File: src/rtl/memory_master_pkg.sv
// Shared encodings for the main-memory initiator: FSM states, operation type,
// and the default bus width.
package memory_master_pkg;

  localparam int DATAWIDTH_BUS_DEFAULT = 32;
  localparam int TIMEOUT_CYCLES_DEFAULT = 15;

  typedef enum logic [1:0] {
    IDLE = 2'b00,
    REQ  = 2'b01,
    DONE = 2'b10
  } state_t;

  typedef enum logic {
    OP_READ  = 1'b0,
    OP_WRITE = 1'b1
  } op_t;

  // Width of a counter that must represent values 0..max_count.
  function automatic int counter_width(input int max_count);
    return (max_count < 1) ? 1 : $clog2(max_count + 1);
  endfunction

endpackage

File: src/rtl/memory_master_timer.sv
// Request timeout counter: cleared when a request is accepted, counts REQ cycles
// without ACK, and flags the last allowed cycle. Saturates rather than wrapping.
module memory_master_timer
  import memory_master_pkg::*;
#(
  parameter int TIMEOUT_CYCLES = TIMEOUT_CYCLES_DEFAULT
) (
  input  logic clk,
  input  logic reset,
  input  logic clear,
  input  logic enable,
  output logic expire
);

  localparam int CW = counter_width(TIMEOUT_CYCLES);
  localparam logic [CW-1:0] LAST = CW'(TIMEOUT_CYCLES - 1);

  logic [CW-1:0] count;

  assign expire = (count == LAST);

  always_ff @(posedge clk) begin
    if (reset) begin
      count <= '0;
    end else if (clear) begin
      count <= '0;
    end else if (enable && !expire) begin
      count <= count + CW'(1);
    end
  end

endmodule

File: src/rtl/memory_master.sv
// Single-request initiator for the RD/WR/ACK main-memory bus, with a bounded
// wait for ACK that completes the request with an error flag on expiry.
module memory_master
  import memory_master_pkg::*;
#(
  parameter int DATAWIDTH_BUS  = DATAWIDTH_BUS_DEFAULT,
  parameter int TIMEOUT_CYCLES = TIMEOUT_CYCLES_DEFAULT
) (
  input  logic                     MEMORY_MASTER_CLOCK_50,
  input  logic                     MEMORY_MASTER_RESET_InHigh,
  input  logic                     MEMORY_MASTER_RD_Start_In,
  input  logic                     MEMORY_MASTER_WR_Start_In,
  input  logic [DATAWIDTH_BUS-1:0] MEMORY_MASTER_ADDRESS_InBUS,
  input  logic [DATAWIDTH_BUS-1:0] MEMORY_MASTER_WRDATA_InBUS,
  output logic [DATAWIDTH_BUS-1:0] MEMORY_MASTER_RDDATA_OutBUS,
  output logic                     MEMORY_MASTER_BUSY_Out,
  output logic                     MEMORY_MASTER_DONE_Out,
  output logic                     MEMORY_MASTER_ERROR_Out,
  output logic [DATAWIDTH_BUS-1:0] MEMORY_MASTER_MEM_ADDRESS_OutBUS,
  output logic [DATAWIDTH_BUS-1:0] MEMORY_MASTER_MEM_data_OutBUS,
  output logic                     MEMORY_MASTER_MEM_RD_Out,
  output logic                     MEMORY_MASTER_MEM_WR_Out,
  input  logic [DATAWIDTH_BUS-1:0] MEMORY_MASTER_MEM_data_InBUS,
  input  logic                     MEMORY_MASTER_MEM_ACK_In
);

  // Handshake: a start is accepted only in IDLE (RD wins over WR); the strobe
  // then stays high until ACK or timeout, and DONE pulses once afterwards.
  state_t state;
  op_t    op;
  logic   accept;
  logic   timer_expire;

  assign accept = (state == IDLE) &&
                  (MEMORY_MASTER_RD_Start_In || MEMORY_MASTER_WR_Start_In);

  memory_master_timer #(
    .TIMEOUT_CYCLES(TIMEOUT_CYCLES)
  ) u_timer (
    .clk    (MEMORY_MASTER_CLOCK_50),
    .reset  (MEMORY_MASTER_RESET_InHigh),
    .clear  (accept),
    .enable (state == REQ),
    .expire (timer_expire)
  );

  always_ff @(posedge MEMORY_MASTER_CLOCK_50) begin
    if (MEMORY_MASTER_RESET_InHigh) begin
      state                            <= IDLE;
      op                               <= OP_READ;
      MEMORY_MASTER_RDDATA_OutBUS      <= '0;
      MEMORY_MASTER_MEM_ADDRESS_OutBUS <= '0;
      MEMORY_MASTER_MEM_data_OutBUS    <= '0;
      MEMORY_MASTER_BUSY_Out           <= 1'b0;
      MEMORY_MASTER_DONE_Out           <= 1'b0;
      MEMORY_MASTER_ERROR_Out          <= 1'b0;
      MEMORY_MASTER_MEM_RD_Out         <= 1'b0;
      MEMORY_MASTER_MEM_WR_Out         <= 1'b0;
    end else begin
      case (state)
        IDLE: begin
          MEMORY_MASTER_DONE_Out <= 1'b0;
          if (MEMORY_MASTER_RD_Start_In) begin
            state                            <= REQ;
            op                               <= OP_READ;
            MEMORY_MASTER_MEM_ADDRESS_OutBUS <= MEMORY_MASTER_ADDRESS_InBUS;
            MEMORY_MASTER_MEM_RD_Out         <= 1'b1;
            MEMORY_MASTER_BUSY_Out           <= 1'b1;
            MEMORY_MASTER_ERROR_Out          <= 1'b0;
          end else if (MEMORY_MASTER_WR_Start_In) begin
            state                            <= REQ;
            op                               <= OP_WRITE;
            MEMORY_MASTER_MEM_ADDRESS_OutBUS <= MEMORY_MASTER_ADDRESS_InBUS;
            MEMORY_MASTER_MEM_data_OutBUS    <= MEMORY_MASTER_WRDATA_InBUS;
            MEMORY_MASTER_MEM_WR_Out         <= 1'b1;
            MEMORY_MASTER_BUSY_Out           <= 1'b1;
            MEMORY_MASTER_ERROR_Out          <= 1'b0;
          end
        end

        REQ: begin
          // ACK on the last allowed cycle still counts as a clean completion.
          if (MEMORY_MASTER_MEM_ACK_In || timer_expire) begin
            state                    <= DONE;
            MEMORY_MASTER_MEM_RD_Out <= 1'b0;
            MEMORY_MASTER_MEM_WR_Out <= 1'b0;
            MEMORY_MASTER_DONE_Out   <= 1'b1;
            MEMORY_MASTER_ERROR_Out  <= !MEMORY_MASTER_MEM_ACK_In;
            if (op == OP_READ) begin
              MEMORY_MASTER_RDDATA_OutBUS <= MEMORY_MASTER_MEM_data_InBUS;
            end
          end
        end

        DONE: begin
          state                  <= IDLE;
          MEMORY_MASTER_DONE_Out <= 1'b0;
          MEMORY_MASTER_BUSY_Out <= 1'b0;
        end

        default: begin
          state                    <= IDLE;
          MEMORY_MASTER_DONE_Out   <= 1'b0;
          MEMORY_MASTER_BUSY_Out   <= 1'b0;
          MEMORY_MASTER_MEM_RD_Out <= 1'b0;
          MEMORY_MASTER_MEM_WR_Out <= 1'b0;
        end
      endcase
    end
  end

endmodule

File: config.mk
export PLATFORM = sky130hd
export DESIGN_NAME = memory_master
export DESIGN_NICKNAME = d
export VERILOG_FILES = /design/src/rtl/memory_master_pkg.sv /design/src/rtl/memory_master_timer.sv /design/src/rtl/memory_master.sv
export SDC_FILE = /design/constraint.sdc
export NUM_CORES = 1
export LEC_CHECK = 0
export ABC_AREA = 1
export ABC_CLOCK_PERIOD_IN_PS = 1300
export CORE_MARGIN = 2
export CORE_UTILIZATION = 36
export DETAILED_ROUTE_END_ITERATION = 8
export PLACE_DENSITY = 0.83
export SLEW_MARGIN = 30
export SYNTH_ARGS = -nofsm -noshare
export SYNTH_HDL_FRONTEND = slang
export SYNTH_SLANG_ARGS = --single-unit
export TNS_END_PERCENT = 5
File: constraint.sdc
create_clock -name MEMORY_MASTER_CLOCK_50 -period 1.3 [get_ports MEMORY_MASTER_CLOCK_50]
set_input_delay 0.325 -clock MEMORY_MASTER_CLOCK_50 [delete_from_list [all_inputs] [get_ports MEMORY_MASTER_CLOCK_50]]
set_output_delay 0.325 -clock MEMORY_MASTER_CLOCK_50 [all_outputs]
set_load 0.005 [all_outputs]
==> impl_metrics.json, run 1 <==
{
  "boundaryPins": 202,
  "grt_pass1_wl_mm": 17.7,
  "setup_slack_ps": -114,
  "die-area_um2": 12200,
  "cp-start-kind": "register",
  "min_period_over_period": 1.09,
  "firstDrtPassIters": 5,
  "cpLargestDelayFamily": "simple AND/OR/NAND/NOR gates",
  "cp.arrival_ps": 1660,
  "numCtsBuffers": 9,
  "yosysSeqAreaShare": 0.531,
  "num_antenna_cells": 0,
  "clkLatencyLatePin_ps": 350,
  "die_w_um": 110,
  "grt_max_degree": 38,
  "setup_viol": 31,
  "drc": 0,
  "outcome": "finished with violations",
  "path_max_fanout": 13,
  "violations": "setup timing",
  "ys_types": 24,
  "cts_max_level": 3,
  "num-fill-cells": 930,
  "die_y_um": 110,
  "nNetsFinal": 884,
  "cp-startpoint": "u_timer.count[0]$_SDFFE_PP0P_",
  "cts_tree": "done",
  "area.growth.synth_to_final_pct": 73.1,
  "avgViaCountPerCell": 4.51,
  "rr_startpoint": "u_timer.count[0]$_SDFFE_PP0P_",
  "wire_per_inst_um": 13.7,
  "multi_input_area_um2": 1720,
  "synth_seq_cells": 108,
  "final_layout_size_suffix_gt1_frac": 0.167,
  "ctsHoldBuffers": 0,
  "mostFrequentLayoutCells": "nor2_1, clkdlybuf4s50_1, dfxtp_1",
  "cp_slowest_cell": "dfxtp_2",
  "vdd_ir_drop_max_uv": 846,
  "finClkSkew_ps": 6.46,
  "cp_cell_sequence": "inv_2 > ha_4 > nand3_4 > nand2_4 > nand3_4 > buf_12 > clkbuf_16 > nor2_1 > nor2_1",
  "cts.path.max_buffers": 2,
  "grt_pass1_vias": 3816,
  "final-hold-violation-count": 0,
  "postRouteAntennaNets": 0,
  "max_slew_margin": 0.831,
  "syn_area_per_cell_um2": 7.44,
  "netlist_area_um2": 4070,
  "cap_violations": 0,
  "rrSetupSlack_ps": -110,
  "leakage_nw": 3.40,
  "endpoint": "MEMORY_MASTER_RDDATA_OutBUS[3]$_SDFFE_PP0P_",
  "reg2regPathDepth": 9,
  "power_mw": 8.13,
  "crit_type": "register to register",
  "track_usage": 0.189,
  "dpl-instance-area_um2": 6510,
  "drtIter0Drc": 119,
  "start_util": 0.372,
  "min_path_type": "register to register",
  "crit_cells": 9,
  "portBuffers": 201,
  "synth_nets": 650,
  "finalInstanceArea_um2": 7040,
  "wirelength_mm": 12.7,
  "final_max_slew_viol_count": 0,
  "endpoint_kind": "register",
  "antenna_found_initial": 0,
  "vias": 4179,
  "hold_slack_ps": 466,
  "gp_congestion": 0.740,
  "fmax_mhz": 707,
  "cts-root-buf": "clkbuf_16",
  "rows": 38,
  "worstReg2RegEnd": "MEMORY_MASTER_RDDATA_OutBUS[3]$_SDFFE_PP0P_",
  "cts_num_sinks": 108,
  "layout_commonest_cell": "nor2_1",
  "grt-ovfl-total": 0,
  "cpPeakStageDelay_ps": 330,
  "core_area_um2": 10900,
  "power.density_nw_per_um2": 1150,
  "place_hpwl_mm": 8.39,
  "max_slew.worst_pin.slew_ps": 252,
  "layout.area.seq_um2": 2180,
  "clkTransAtPathRegs_ps": 70,
  "ys_warn_count": 0,
  "synthCells": 547,
  "period_needed_ps": 1410,
  "cp.buffers_inverters": 3,
  "rsz0062_at_grt": "true",
  "crit_required_ps": 1550
}
## registers in the layout, summed over array words and instances, names as in the netlist
register,cells
MEMORY_MASTER_BUSY_Out,1
MEMORY_MASTER_MEM_data_OutBUS,32
MEMORY_MASTER_MEM_ADDRESS_OutBUS,32
MEMORY_MASTER_ERROR_Out,1
MEMORY_MASTER_RDDATA_OutBUS,32
op,1
u_timer.count,4
MEMORY_MASTER_DONE_Out,1
state,2
MEMORY_MASTER_MEM_RD_Out,1
MEMORY_MASTER_MEM_WR_Out,1
## Yosys cell counts
library cell / count / area (um2)
dfxtp_1: 108 / 2160
a211oi_1: 1 / 7.51
nand4_1: 1 / 6.26
nand2_1: 71 / 267
o21ai_4: 1 / 16.3
o21ai_1: 5 / 25.0
xnor2_1: 1 / 8.76
buf_6: 6 / 67.6
o22ai_1: 1 / 6.26
inv_2: 2 / 7.51
nand3_1: 7 / 35.0
and3_1: 1 / 6.26
inv_1: 44 / 165
nor2_1: 197 / 739
clkinv_1: 1 / 3.75
buf_4: 3 / 22.5
clkbuf_1: 11 / 41.3
ha_1: 2 / 25.0
a21oi_1: 5 / 25.0
nand3_4: 1 / 17.5
o211ai_1: 2 / 15.0
buf_2: 9 / 45.0
o21ai_0: 64 / 320
nor2_4: 3 / 33.8
## kinds of logic (layout without fill, tap and decap cells)
family,count (synthesis),in the layout,share of synthesized area
buffers and inverters,76,315,0.0867
XOR/XNOR,1,1,0.00215
AO/OA/AOI/OAI,79,79,0.102
flip-flops,108,108,0.531
AND/OR/NAND/NOR,281,281,0.272
adder cells (fa/ha/maj),2,2,0.00615
## timing repair
action	in CTS	in global routing
resized for setup	114	101
gates cloned	0	7
setup buffers	0	4
hold endpoints to repair	0	0
pin swaps	0	10
endpoints found under the setup margin	140	126
## routing by layer
| layer | up-vias | global-route usage | routed length (um) |
|---|---|---|---|
| met3 | 19 | 0.0894 | 1420 |
| met1 | 1848 | 0.210 | 5020 |
| met2 | 170 | 0.311 | 5960 |
| met5 | - | 0 | 0 |
| met4 | 0 | 0.0768 | 298 |
| li1 | 2142 | - | - |
## metrics by stage
| step | std cells | setup WS [ps] | utilization | setup TNS (ps) |
|---|---|---|---|---|
| after CTS | 915 | -36.1 | 0.610 | -588 |
| after detailed placement | 899 | -383 | 0.595 | -30460 |
| after global placement | 899 | -358 | 0.595 | -27290 |
| final | 926 | -114 | 0.644 | -2100 |
| after global routing | 926 | -196 | 0.644 | -5430 |
| after floorplan | 547 | 3.77 | - | 0 |
## worst min-delay path by stage
stage,start,end,slack [ps],cells after the start
after floorplan,MEMORY_MASTER_ERROR_Out$_SDFFE_PP0P_,MEMORY_MASTER_ERROR_Out$_SDFFE_PP0P_,460,2
after global routing,MEMORY_MASTER_MEM_ADDRESS_OutBUS[21]$_SDFFE_PP0P_,MEMORY_MASTER_MEM_ADDRESS_OutBUS[21]$_SDFFE_PP0P_,500,2
after CTS,MEMORY_MASTER_RDDATA_OutBUS[28]$_SDFFE_PP0P_,MEMORY_MASTER_RDDATA_OutBUS[28]$_SDFFE_PP0P_,460,2
after global placement,MEMORY_MASTER_RDDATA_OutBUS[28]$_SDFFE_PP0P_,MEMORY_MASTER_RDDATA_OutBUS[28]$_SDFFE_PP0P_,450,2
after detailed placement,MEMORY_MASTER_RDDATA_OutBUS[28]$_SDFFE_PP0P_,MEMORY_MASTER_RDDATA_OutBUS[28]$_SDFFE_PP0P_,450,2
final,MEMORY_MASTER_ERROR_Out$_SDFFE_PP0P_,MEMORY_MASTER_ERROR_Out$_SDFFE_PP0P_,470,2
## final cells by class
class,count,share of cell area
inverters,47,0.0250
flip-flops and latches,108,0.309
repair buffers,252,0.359
well taps,140,0.0249
multi-input cells,363,0.244
clock buffers,15,0.0366
clock inverters,1,0.00107
## worst register-to-register path: stages (launching register included)
cell	delay (ps)
dfxtp_2	330
inv_2	70
ha_4	130
nand3_4	90
nand2_4	100
nand3_4	90
buf_12	160
clkbuf_16	170
nor2_1	110
nor2_1	60
## report_power, final
| group | leakage (nW) | internal (mW) | total (mW) | switching (mW) |
|---|---|---|---|---|
| Combinational | 2.38 | 1.01 | 1.82 | 0.814 |
| Sequential | 0.895 | 3.61 | 3.76 | 0.148 |
| Clock | 0.124 | 1.36 | 2.55 | 1.19 |
No activity file was read; power rests on OpenSTA's default activity.
==> run 2, diff against run 1 <==
--- a/config.mk
+++ b/config.mk
@@ -15,4 +15,4 @@
 export SYNTH_ARGS = -nofsm -noshare
 export SYNTH_HDL_FRONTEND = slang
 export SYNTH_SLANG_ARGS = --single-unit
-export TNS_END_PERCENT = 5
+export TNS_END_PERCENT = 1
==> constraint.sdc (replaced) <==
create_clock -name MEMORY_MASTER_CLOCK_50 -period 1.3 [get_ports MEMORY_MASTER_CLOCK_50]
set_input_delay 0.26 -clock MEMORY_MASTER_CLOCK_50 [delete_from_list [all_inputs] [get_ports MEMORY_MASTER_CLOCK_50]]
set_output_delay 0.26 -clock MEMORY_MASTER_CLOCK_50 [all_outputs]
set_load 0.005 [all_outputs]
==> run 2 against run 1 <==
The run still ends with setup timing left. Worst hold slack got worse by 10 ps. Critical path depth did not move. Via count fell by 0.60%. Sequential cell count did not move. Critical path type unchanged.
==> impl_metrics.json, run 2 (synthesis results as in run 1) <==
{
  "die-area_um2": 12200,
  "cp.arrival_ps": 1620,
  "setup_viol": 31,
  "grt_max_degree": 39,
  "final-hold-violation-count": 0,
  "leakage_nw": 3.46,
  "power.density_nw_per_um2": 1210,
  "min_path_type": "register to register",
  "clkLatencyLatePin_ps": 350,
  "drc": 0,
  "path_max_fanout": 9,
  "vdd_ir_drop_max_uv": 766,
  "wirelength_mm": 12.5,
  "crit_required_ps": 1540,
  "track_usage": 0.189,
  "mostFrequentLayoutCells": "nor2_1, clkdlybuf4s50_1, dlygate4sd2_1",
  "final_util": 0.639,
  "firstDrtPassIters": 4,
  "rsz0062_at_grt": "true",
  "area.growth.synth_to_final_pct": 71.9,
  "numCtsBuffers": 9,
  "antenna_found_initial": 0,
  "die_w_um": 110,
  "grt-ovfl-total": 0,
  "cap_violations": 0,
  "rr_startpoint": "u_timer.count[0]$_SDFFE_PP0P_",
  "final_max_slew_viol_count": 0,
  "final_layout_size_suffix_gt1_frac": 0.157,
  "clkTransAtPathRegs_ps": 70,
  "outcome": "finished with violations",
  "cp-start-kind": "register",
  "hold_slack_ps": 456,
  "rows": 38,
  "grt_pass1_vias": 3844,
  "grtUsageMet2": 0.319,
  "cts_tree": "done",
  "cts-root-buf": "clkbuf_16",
  "grt_use_met1": 0.206,
  "die_y_um": 110,
  "grt_pass1_wl_mm": 17.7,
  "crit_type": "register to register",
  "num-fill-cells": 943,
  "boundaryPins": 202,
  "postRouteAntennaNets": 0,
  "wire_per_inst_um": 13.5,
  "rrSetupSlack_ps": -70,
  "violations": "setup timing",
  "place_hpwl_mm": 8.42,
  "fmax_mhz": 728,
  "nNetsFinal": 879,
  "top_usage_layer": "met2",
  "dpl_worst_slack_ps": -346,
  "num_antenna_cells": 0,
  "cts.path.max_buffers": 2,
  "tns_ps": -1650,
  "vias": 4154,
  "finalInstanceArea_um2": 6990,
  "drtIter0Drc": 126,
  "largestRegisters": "MEMORY_MASTER_MEM_ADDRESS_OutBUS: 32 flops, MEMORY_MASTER_MEM_data_OutBUS: 32 flops, MEMORY_MASTER_RDDATA_OutBUS: 32 flops",
  "min_period_over_period": 1.06,
  "met3_usage": 0.0929,
  "worstReg2RegEnd": "MEMORY_MASTER_RDDATA_OutBUS[1]$_SDFFE_PP0P_",
  "finClkSkew_ps": 7.34,
  "endpoint_kind": "register",
  "endpoint": "MEMORY_MASTER_RDDATA_OutBUS[1]$_SDFFE_PP0P_",
  "portBuffers": 201,
  "period_needed_ps": 1370,
  "setup_slack_ps": -73.1,
  "ctsHoldBuffers": 0,
  "layout.area.seq_um2": 2180,
  "max_slew.worst_pin.slew_ps": 350,
  "core_area_um2": 10900,
  "max_slew_margin": 0.764,
  "start_util": 0.372,
  "gp_congestion": 0.742,
  "hold_depth": 2,
  "reg2regPathDepth": 9,
  "dpl-instance-area_um2": 6470,
  "cp-startpoint": "u_timer.count[0]$_SDFFE_PP0P_",
  "cts_max_level": 3,
  "layout_commonest_cell": "nor2_1",
  "cts_num_sinks": 108,
  "multi_input_area_um2": 1670,
  "avgViaCountPerCell": 4.51
}
run 2: cell types whose count changed in the layout (fill, tap and decap cells not counted), moves of 4 or more:
cell             delta
clkbuf_2            -4
clkdlybuf4s15_1    -24
buf_4               -5
clkbuf_1            -4
dlygate4sd2_1      +28
run 2: worst min path at each step:
stage                                                                 to  slack [ps]                                          from
after global placement      MEMORY_MASTER_RDDATA_OutBUS[28]$_SDFFE_PP0P_         450  MEMORY_MASTER_RDDATA_OutBUS[28]$_SDFFE_PP0P_
after global routing      MEMORY_MASTER_MEM_data_OutBUS[10]$_SDFFE_PP0P_         490                MEMORY_MASTER_WRDATA_InBUS[10]
after floorplan            MEMORY_MASTER_MEM_data_OutBUS[0]$_SDFFE_PP0P_         390                 MEMORY_MASTER_WRDATA_InBUS[0]
final                       MEMORY_MASTER_RDDATA_OutBUS[28]$_SDFFE_PP0P_         460  MEMORY_MASTER_RDDATA_OutBUS[28]$_SDFFE_PP0P_
after CTS                   MEMORY_MASTER_RDDATA_OutBUS[28]$_SDFFE_PP0P_         460  MEMORY_MASTER_RDDATA_OutBUS[28]$_SDFFE_PP0P_
after detailed placement    MEMORY_MASTER_RDDATA_OutBUS[28]$_SDFFE_PP0P_         460  MEMORY_MASTER_RDDATA_OutBUS[28]$_SDFFE_PP0P_
run 2: through the flow:
step                      std cells  total power, mW
final                           921             8.48
after global routing            921             8.91
after CTS                       910             8.41
after detailed placement        894             5.65
after global placement          894             5.61
after floorplan                 547             4.47
run 2: timing repair:
action	4_1_cts	5_1_grt
pin swaps	0	9
gates resized for setup	114	54
setup endpoints to repair	137	89
setup buffers	0	4
cloned	0	7
run 2: critical path, stage by stage (launching register included):
cell and delay (ps):
dfxtp_2 330, inv_2 70, ha_4 130, nand3_2 90, nand2_2 110, nand3_4 80
buf_12 160, clkbuf_16 160, nor2_1 90, nor2_1 60
run 2: where the power goes:
group | internal, mW | total (mW) | leakage (nW) | switching (mW)
registers | 3.61 | 3.75 | 0.896 | 0.142
clock network | 1.73 | 2.95 | 0.159 | 1.21
logic | 0.984 | 1.78 | 2.41 | 0.794
run 2: final cells by class:
type,instances,share of cell area
clock inverter,5,0.0107
sequential,108,0.312
timing repair buffer,247,0.354
multi-input combinational,363,0.239
clock buffer,11,0.0347
tap,140,0.0250
inverter,47,0.0252
run 2: metal layers:
| layer | wire (um) | up-vias |
|---|---|---|
| li1 | - | 2137 |
| met1 | 4900 | 1839 |
| met2 | 5840 | 167 |
| met3 | 1490 | 11 |
| met4 | 227 | 0 |
| met5 | 0 | - |
==> run 3, diff against run 2 <==
--- a/config.mk
+++ b/config.mk
@@ -8,9 +8,10 @@
 export ABC_AREA = 1
 export ABC_CLOCK_PERIOD_IN_PS = 1300
 export CORE_MARGIN = 2
-export CORE_UTILIZATION = 36
+export CORE_UTILIZATION = 50
 export DETAILED_ROUTE_END_ITERATION = 8
-export PLACE_DENSITY = 0.83
+export DONT_BUFFER_PORTS = 1
+export PLACE_DENSITY = 0.75
 export SLEW_MARGIN = 30
 export SYNTH_ARGS = -nofsm -noshare
 export SYNTH_HDL_FRONTEND = slang
==> run 3 against run 2 <==
The flow still finishes with violations (setup timing). Register-to-register slack got worse by 20 ps. Wire length decreased by 24%. Clock-buffer cell count decreased by 2. Fmax decreased by 1.4%. Critical path depth unchanged.
==> impl_metrics.json, run 3 (synthesis results as in run 1) <==
{
  "leakage_nw": 2.15,
  "cp-start-kind": "register",
  "dpl-instance-area_um2": 4220,
  "layout_commonest_cell": "nor2_1",
  "rrSetupSlack_ps": -90,
  "cp_cell_sequence": "inv_2 > ha_4 > nand3_4 > nand2_4 > nand3_4 > clkbuf_16 > nand2_1 > nand2_1 > nor2_1",
  "violations": "setup timing",
  "place_hpwl_mm": 6.57,
  "drc": 0,
  "finClkSkew_ps": 10.9,
  "crit_required_ps": 1600,
  "setup_viol": 27,
  "multi_input_area_um2": 1630,
  "wirelength_mm": 9.51,
  "final-hold-violation-count": 0,
  "cts_tree": "done",
  "min_path_type": "input pin to register",
  "fmax_mhz": 718,
  "min_period_over_period": 1.07,
  "area.growth.synth_to_final_pct": 14.4,
  "finalInstanceArea_um2": 4650,
  "numCtsBuffers": 9,
  "portBuffers": 0,
  "gp_congestion": 0.709,
  "grt_pass1_wl_mm": 14.2,
  "start_util": 0.521,
  "grt-ovfl-total": 0,
  "cp-startpoint": "u_timer.count[0]$_SDFFE_PP0P_",
  "rr_startpoint": "u_timer.count[0]$_SDFFE_PP0P_",
  "power_mw": 7.40,
  "clkLatencyLatePin_ps": 360,
  "vias": 3345,
  "endpoint_kind": "register",
  "dpl_worst_slack_ps": -116,
  "wire_per_inst_um": 14.5,
  "endpoint": "MEMORY_MASTER_RDDATA_OutBUS[23]$_SDFFE_PP0P_",
  "nNetsFinal": 655,
  "num_antenna_cells": 0,
  "core_area_um2": 7810,
  "power.density_nw_per_um2": 1590,
  "cts_max_level": 3,
  "cp.arrival_ps": 1690,
  "cp_slowest_cell": "dfxtp_2",
  "die_y_um": 94.2,
  "crit_type": "register to register",
  "postRouteAntennaNets": 0,
  "avgViaCountPerCell": 5.09,
  "rows": 32,
  "cts-root-buf": "clkbuf_8",
  "period_needed_ps": 1390,
  "worstReg2RegEnd": "MEMORY_MASTER_RDDATA_OutBUS[23]$_SDFFE_PP0P_",
  "setup_slack_ps": -92.2,
  "drtIter0Drc": 108,
  "layout.area.seq_um2": 2170,
  "cts_num_sinks": 108,
  "cts.path.max_buffers": 2,
  "reg2regPathDepth": 9,
  "outcome": "finished with violations",
  "largestRegisters": "MEMORY_MASTER_MEM_ADDRESS_OutBUS: 32 flops, MEMORY_MASTER_MEM_data_OutBUS: 32 flops, MEMORY_MASTER_RDDATA_OutBUS: 32 flops",
  "rsz0062_at_grt": "true",
  "track_usage": 0.203,
  "vdd_ir_drop_max_uv": 810,
  "die_w_um": 94.2,
  "boundaryPins": 202,
  "die-area_um2": 8880,
  "final_util": 0.596,
  "num-fill-cells": 690,
  "mostFrequentLayoutCells": "nor2_1, dfxtp_1, nand2_1",
  "max_slew_margin": 0.782,
  "final_max_slew_viol_count": 0,
  "cap_violations": 0,
  "path_max_fanout": 13,
  "grt_pass1_vias": 3076,
  "max_slew.worst_pin.slew_ps": 327,
  "final_layout_size_suffix_gt1_frac": 0.112,
  "antenna_found_initial": 0,
  "hold_slack_ps": 33.1,
  "grt_max_degree": 43,
  "clkTransAtPathRegs_ps": 100,
  "cpPeakStageDelay_ps": 330,
  "firstDrtPassIters": 4
}
[run 3: cell count changes in the layout (fill, tap and decap cells not counted), moves of 7 or more]
cell,previous run,this run
buf_4,26,11
clkbuf_16,14,2
clkbuf_8,1,9
clkdlybuf4s50_1,100,0
dfxtp_1,94,105
dfxtp_2,14,2
dlygate4sd2_1,100,0
nor2_1,171,192
nor2_2,26,5
o21ai_0,57,64
o21ai_1,12,5
[run 3: how the worst min path moves through the flow]
stage | cells after the start | endpoint | from
after floorplan | 2 | MEMORY_MASTER_MEM_data_OutBUS[0]$_SDFFE_PP0P_ | MEMORY_MASTER_WRDATA_InBUS[0]
after global placement | 1 | MEMORY_MASTER_RDDATA_OutBUS[28]$_SDFFE_PP0P_ | MEMORY_MASTER_RESET_InHigh
after detailed placement | 1 | state[0]$_SDFFE_PP0P_ | MEMORY_MASTER_RESET_InHigh
after CTS | 2 | MEMORY_MASTER_MEM_data_OutBUS[4]$_SDFFE_PP0P_ | MEMORY_MASTER_WRDATA_InBUS[4]
after global routing | 2 | MEMORY_MASTER_RDDATA_OutBUS[22]$_SDFFE_PP0P_ | MEMORY_MASTER_MEM_data_InBUS[22]
final | 2 | MEMORY_MASTER_MEM_data_OutBUS[4]$_SDFFE_PP0P_ | MEMORY_MASTER_WRDATA_InBUS[4]
[run 3: cell type report]
| class | instances | area share |
|---|---|---|
| multi-input combinational | 364 | 0.350 |
| inverter | 47 | 0.0384 |
| timing repair buffer | 22 | 0.0594 |
| sequential | 108 | 0.466 |
| clock inverter | 5 | 0.0323 |
| tap | 102 | 0.0274 |
| clock buffer | 9 | 0.0266 |
[run 3: layer usage]
layer	vias up	global-route usage	routed length [um]
li1	1681	-	-
met1	1492	0.221	3710
met2	159	0.343	4450
met3	13	0.0995	1230
met4	0	0.0664	124
met5	-	0	0
[run 3: per-stage QoR]
step	TNS (ps)	std cells
floorplan	0	547
global route	-4670	657
detailed placement	-4300	638
CTS	-836	654
global placement	-1230	638
finish	-1200	657
[run 3: worst max-delay path: cells and delay by family (launching register included)]
kind | cells | cell delay [ps]
simple gates | 6 | 560
fa+ha+maj | 1 | 140
buf+inv | 2 | 300
flops | 1 | 330
[run 3: power breakdown]
group | internal, mW | total [mW] | switching (mW)
clock | 1.65 | 2.70 | 1.05
sequential | 3.61 | 3.84 | 0.233
combinational | 0.336 | 0.856 | 0.519
total | 5.59 | 7.40 | 1.81
[run 3: what timing repair did]
action / 4_1_cts / 5_1_grt
cloned: 1 / 2
resized for setup: 8 / 18
hold buffers: 1 / 0
pin swaps: 0 / 2
setup endpoints to repair: 69 / 62
buffers inserted: 0 / 1
hold endpoints to repair: 6 / 0
